File: config.mk
export PLATFORM = sky130hd
export DESIGN_NAME = bcd_subtractor_seq
export DESIGN_NICKNAME = d
export VERILOG_FILES = /design/src/rtl/bcd_subtractor_seq.sv
export SDC_FILE = /design/constraint.sdc
export NUM_CORES = 1
export LEC_CHECK = 0
export ABC_AREA = 1
export BUFFER_PORTS_ARGS = -buffer_cell sky130_fd_sc_hd__buf_2
export CAP_MARGIN = 10
export CORE_MARGIN = 2
export CORE_UTILIZATION = 51
export DETAILED_ROUTE_END_ITERATION = 10
export PLACE_DENSITY_LB_ADDON = 0.25
export SLEW_MARGIN = 20
export SYNTH_ARGS = -nofsm -noshare
export SYNTH_HDL_FRONTEND = slang
export SYNTH_SLANG_ARGS = --single-unit
File: constraint.sdc
create_clock -name clk -period 3.2 [get_ports clk]
set_input_delay 0.64 -clock clk [delete_from_list [all_inputs] [get_ports clk]]
set_output_delay 0.64 -clock clk [all_outputs]
set_load 0.02 [all_outputs]
File: src/rtl/bcd_subtractor_seq.sv
// Multi-digit packed-BCD subtractor with a borrow chain, one digit per clock, LSD first.
// Latency: start sampled at E0, done pulse and results at E0+DIGITS, back in IDLE at E0+DIGITS+1.
// Backpressure: start is only sampled in IDLE; while busy or done it is ignored, never queued.
//
// Ports:
//   clk, rst_n       rising-edge clock, asynchronous active-low reset
//   start            request, sampled only in IDLE
//   a, b, bin        minuend, subtrahend (packed BCD, digit 0 in [3:0]) and borrow in
//   busy, done       busy while digits are being processed; done is a one-cycle pulse
//   diff, bout       packed-BCD difference (ten's complement when bout=1) and borrow out
//   invalid          an operand digit was >9 in the last operation (diff and bout forced to 0)
module bcd_subtractor_seq #(
   parameter int DIGITS = 4
) (
   input  logic                clk,
   input  logic                rst_n,
   input  logic                start,
   input  logic [4*DIGITS-1:0] a,
   input  logic [4*DIGITS-1:0] b,
   input  logic                bin,
   output logic                busy,
   output logic                done,
   output logic [4*DIGITS-1:0] diff,
   output logic                bout,
   output logic                invalid
);

   localparam int W  = 4 * DIGITS;
   localparam int IW = (DIGITS > 1) ? $clog2(DIGITS) : 1;
   localparam logic [IW-1:0] LAST_IDX = IW'(DIGITS - 1);

   typedef enum logic [1:0] {
      S_IDLE = 2'd0,
      S_RUN  = 2'd1,
      S_DONE = 2'd2
   } state_t;

   state_t state, state_nxt;

   // working registers for the operation in flight
   logic [W-1:0]  a_r, b_r, work;
   logic [IW-1:0] idx;
   logic          borrow, err;

   // per-digit combinational datapath
   logic [3:0]    a_dig, b_dig, dig;
   logic [4:0]    t;
   logic          neg, err_nxt, last;
   logic [W-1:0]  work_nxt;

   always_comb begin
      a_dig    = a_r[int'(idx)*4 +: 4];
      b_dig    = b_r[int'(idx)*4 +: 4];
      // 5-bit two's complement: operands are 0..15, so t spans -16..15 and bit 4 is the sign
      t        = {1'b0, a_dig} - {1'b0, b_dig} - {4'd0, borrow};
      neg      = t[4];
      // modulo-16 add of 10 turns -10..-1 into 0..9
      dig      = neg ? (t[3:0] + 4'd10) : t[3:0];
      err_nxt  = err | (a_dig > 4'd9) | (b_dig > 4'd9);
      work_nxt = work;
      work_nxt[int'(idx)*4 +: 4] = dig;
      last     = (idx == LAST_IDX);
   end

   // FSM: state register
   always_ff @(posedge clk or negedge rst_n) begin
      if (!rst_n) state <= S_IDLE;
      else        state <= state_nxt;
   end

   // FSM: next state
   always_comb begin
      state_nxt = state;
      case (state)
         S_IDLE:  if (start) state_nxt = S_RUN;
         S_RUN:   if (last)  state_nxt = S_DONE;
         S_DONE:  state_nxt = S_IDLE;
         default: state_nxt = S_IDLE;
      endcase
   end

   // datapath and registered outputs
   always_ff @(posedge clk or negedge rst_n) begin
      if (!rst_n) begin
         a_r     <= '0;
         b_r     <= '0;
         work    <= '0;
         idx     <= '0;
         borrow  <= 1'b0;
         err     <= 1'b0;
         busy    <= 1'b0;
         done    <= 1'b0;
         diff    <= '0;
         bout    <= 1'b0;
         invalid <= 1'b0;
      end else begin
         busy <= (state_nxt == S_RUN);
         done <= (state_nxt == S_DONE);
         case (state)
            S_IDLE: begin
               if (start) begin
                  a_r    <= a;
                  b_r    <= b;
                  borrow <= bin;
                  err    <= 1'b0;
                  idx    <= '0;
                  work   <= '0;
               end
            end
            S_RUN: begin
               borrow <= neg;
               err    <= err_nxt;
               work   <= work_nxt;
               // idx stops at the last digit so it never wraps
               if (!last) idx <= idx + 1'b1;
               if (last) begin
                  // results are committed together on entry to DONE
                  diff    <= err_nxt ? '0 : work_nxt;
                  bout    <= err_nxt ? 1'b0 : neg;
                  invalid <= err_nxt;
               end
            end
            default: ;
         endcase
      end
   end

endmodule

[After elaboration in Yosys (flattened, before gate mapping)]
Cells that the tools add are included.
Word-level totals
  logic and storage cells: 53
  memories: 0
  register bits: 74
  output and inout bits: 20
  bits in writable memories: 0
  ROM bits: 0
  latch bits: 0
Operators by class
  equality and inequality tests: 6
  add/sub/neg operators: 5
  shift-type cells: 4
  divide/modulo/power cells: 0
  $mul: 0
  reductions and logical operators: 6
  magnitude comparators: 2
  multiplexer cells: 16
  bitwise operators: 2
Operators by type and width (count)
  $neg A4 Y33: 1
  $shift A4 B33 Y16 const A: 1
  $shiftx A4 B33 Y16: 1
  $mux W16: 2
  $pmux W16 S2: 1
  $shiftx A16 B5 Y4: 2
  $bwmux W16: 1
  $gt A4 B4 Y1 const B: 2
  $mux W2: 4
  $pmux W2 S2: 2
  $reduce_and A2 Y1: 3
  $sub A4 B4 Y5: 1
  $sub A5 B1 Y5: 1
  $add A4 B4 Y4 const B: 1
  $eq A2 B1 Y1 const B: 2
  $eq A2 B2 Y1 const B: 2
  $mux W4: 1
  $ne A2 B2 Y1 const B: 2
  $pmux W1 S2: 2
  $mux W1: 3
  $reduce_and A3 Y1: 1
  $add A2 B1 Y2 const B: 1
  $logic_not A2 Y1: 1
  $or A1 B1 Y1: 2
  $reduce_bool A2 Y1: 1

[Depth between registers and ports, before layout]
  depth in word-level cells: 8
  mapped depth: 20
  mapped depth without buffers: 20

[Worst setup path after synthesis]
Ideal clock, no wire load.
  kind: register to register
  start: register idx[0]
  end: register work[14]
  library setup time: 0.083 ns
  data required time: 3.117 ns
  cell stages (with the launch flop): 18
  setup slack: 0.104 ns
  data arrival time: 3.013 ns
  cell sequence: dfrtp_1 buf_4 clkbuf_1 nand2_1 a32o_1 fa_1 inv_1 fa_1 inv_1 ha_1 inv_1 o21ai_0 nand2_1 nor2_1 nand2_1 o21ai_0 nand2_1 o21ai_0
Between the ends
  word-level cells in the longest chain between the ends: 8
Ends and longest elaborated chain
  from (decl): line 42  | logic [IW-1:0] idx;
  from (signal assigned): line 115  | if (!last) idx <= idx + 1'b1;
  $shiftx A16 B5 Y4 (on tied branches): line 52, 53
  $sub A4 B4 Y5: line 55  | t = {1'b0, a_dig} - {1'b0, b_dig} - {4'd0, borrow};
  $sub A5 B1 Y5: line 55
  $add A4 B4 Y4: line 58  | dig = neg ? (t[3:0] + 4'd10) : t[3:0];
  $mux W4: line 58
  $shiftx A4 B33 Y16: line 61  | work_nxt[int'(idx)*4 +: 4] = dig;
  $bwmux W16 (*): line 61
  $pmux W16 S2 (*): line 99  | case (state)
  to (signal assigned): line 113  | work <= work_nxt;
  to (decl): line 41  | logic [W-1:0] a_r, b_r, work;
Mark *: on every way between the ends. The rest lies on a longest branch, timed or not.
A chain may end at the register's enable or synchronous reset.

[Worst setup path in the final report]
  start: register idx[0]
  end: register work[13]
Same word-level chain as after synthesis.

==> qor.txt <==
status -> complete, no violations
Worst-path clk slew -> 80 ps
Post-DRT Antenna Nets -> 0
Final HPWL DP -> 5639 um
Die Ht -> 88.10 um
vias in the first global route -> 2987
Crit-path slowest cell -> dfrtp_2
gpl congestion -> 0.9074
largest cells by area after synthesis -> dfrtp_1 (51%), nand2_1 (23%), inv_1 (4.6%), ha_1 (3.8%), o21ai_0 (3.7%)
GR Util met3 -> 0.03676
number of synthesized register bits -> 74
crit path cell chain -> buf_4 > buf_4 > o21ai_1 > o22ai_2 > ha_1 > inv_1 > ha_1 > nand2_1 > nand2_1 > nand2_1 > nand2_2 > xor2_1 > nor2_1 > nand2_1 > o21ai_1 > nand2_1 > nand2_1
GR Overflow Total -> 0
# fillers -> 626
number of synthesized flops with an enable pin -> 0
Setup Viol. Count Final -> 0
final wirelength -> 8027 um
CP dominant cell by count -> nand2_1
proportion of layout cells with a drive suffix above 1 -> 0.1879
Max Transition Viols Final -> 0
CP startpoint kind -> register
TritonRoute pass-1 iters -> 5
Worst R2R Path Depth -> 17
Crit. End Element -> register
die width -> 88.10 um
IO buf count -> 55
Core Box Area -> 6832 um^2
register area -> 1853 um^2
clk sinks -> 74
FFs w/ async S/R, synth -> 1.000
largest delay contributor family on the critical path -> simple AND/OR/NAND/NOR gates
initial core utilization -> 0.5280
Tightest Pin Transition -> 868.0 ps
area used by multi-input combinational logic -> 1526 um^2
max cap viols -> 0
Critical Path RT -> 3480 ps
DRC -> 0
worst relative slew slack -> 0.4214
Die ar. -> 7762 um^2
Clock Path Buffers -> 2
CTS tree -> done
initial antenna violation count -> 0
Ports -> 56
Yosys top cell by area -> dfrtp_1
final hold vios -> 0
fmax -> 338.6 MHz
Worst Setup SP -> idx[0]$_DFFE_PN0P_
unrepaired setup endpoints after global routing -> yes
layer with the highest usage -> met2
Syn Std Cell Area -> 3607 um^2
M2 GR Usage -> 0.3685
dpl ws -> 127.7 ps
CP max FO -> 8
met1 usage -> 0.2950
vias -> 3057
Clock Skew -> 9.347 ps
H-tree depth -> 3
FF-to-FF Start -> idx[0]$_DFFE_PN0P_
WP buf/inv -> 3
Mean Syn Cell Area -> 7.808 um^2
Std-Cell Rows -> 30
nets -> 571
syn_nets -> 511
Final Critical Period -> 2954 ps
first-pass GRT wire length -> 13510 um
sequential cell area fraction in the yosys report -> 0.5134
CTS Hold Bufs -> 0
hold crit path type -> in -> async
clk_lat worst skew -> 350 ps
Syn-to-layout area delta -> 17.83%
wire length per cell -> 12.88 um
Inserted Clock Buffers -> 9
Netlist cell types -> 31
Critical Path Stages -> 17
max incr delay on CP -> 450 ps
synthesized instance count -> 462
Warnings, synthesis -> 0
PnR worst setup slack -> 246.3 ps
Starting DRT DRC Count -> 148
post-route clock period utilization -> 0.9230
most used flip-flop cell after synthesis -> dfrtp_1
ant diodes -> 0
critical path class -> reg -> reg
largest net degree at the start of global routing -> 39
Worst Path Arrival -> 3230 ps
top cell type's share of synthesized area -> 0.5134
gr usage total -> 0.2240
CTS root buf -> clkbuf_8
vias per inst -> 4.907
worst reg2reg max path: cells and delay by family, from the launching register on:
kind,cells,cell delay [ps]
simple gates,8,840
fa+ha+maj,2,620
compound gates,3,460
flops,1,450
buf+inv,3,340
xor+xnor,1,170
flip-flops by register name (all words and copies together) (netlist names), 2 cells and up:
| name | count |
|---|---|
| a_r | 16 |
| b_r | 16 |
| diff | 16 |
| work | 16 |
| idx | 2 |
| state | 2 |
synth_stat cells (2+ instances only):
cell and instances:
nand2_1 223, dfrtp_1 74, inv_1 44, o21ai_0 27, nor2_1 17, ha_1 11
nand3_1 11, clkbuf_1 10, o22ai_1 7, a21oi_1 5, inv_2 5, nand4_1 5
o21ai_1 3, buf_6 2, fa_1 2
stage by stage:
step,hold WS [ps],setup TNS [ps],cells,area (um^2),utilization
final,400.2,0,623,4250,0.6222
after global routing,467.3,-149.7,623,4250,0.6222
after CTS,430.3,0,622,4197,0.6143
after detailed placement,460.3,0,606,4001,0.5857
after global placement,452.9,0,606,4001,0.5857
after floorplan,344.4,0,462,3607,-
placed cells by master, fill, tap and decap left out, types with 3 or more instances in the layout:
| master | n |
|---|---|
| nand2_1 | 221 |
| nand4_1 | 5 |
| o21ai_1 | 6 |
| inv_1 | 44 |
| buf_4 | 6 |
| inv_2 | 3 |
| nand3_1 | 10 |
| nand2_2 | 3 |
| dfrtp_1 | 73 |
| a21oi_1 | 5 |
| o22ai_1 | 6 |
| buf_2 | 55 |
| o21ai_0 | 23 |
| nor2_1 | 15 |
| ha_1 | 11 |
| clkbuf_8 | 10 |
| clkinv_2 | 3 |
cell type report:
class                   count  area share
multi-input cells         323      0.3591
inverters                  50     0.04533
repair buffers             64     0.08537
clock inverters             5     0.01266
flip-flops and latches     74      0.4360
well taps                  96     0.02826
clock buffers              11     0.03326
worst paths after layout:
| kind | slack, ps | to |
|---|---|---|
| max | 250 | work[13]$_DFFE_PN0P_ |
| min | 400 | invalid$_DFFE_PN0P_ |
| max reg2reg | 250 | work[13]$_DFFE_PN0P_ |
| min reg2reg | 480 | a_r[10]$_DFFE_PN0P_ |
| max in group asynchronous | 2110 | a_r[4]$_DFFE_PN0P_ |
| min in group clk | 480 | a_r[10]$_DFFE_PN0P_ |
per-layer routing:
metal	part of all wire	routed length, um
met1	0.45	3602
met2	0.48	3881
met3	0.039	313
met4	0.029	229
met5	0	0
repair_timing:
action                                  CTS  global route
endpoints found under the setup margin    0            21
resized for setup                         0            17
setup buffers                             0             1
cells by family after synthesis:
family / share of synthesized area
AO/OA/AOI/OAI: 0.07665
XOR/XNOR: 0.004857
buffers and inverters: 0.07319
flip-flops: 0.5134
AND/OR/NAND/NOR: 0.2827
adder cells (fa/ha/maj): 0.04925
Power is not shown: default switching activity piles up to over one toggle a cycle in this logic, so the estimate is an artifact.
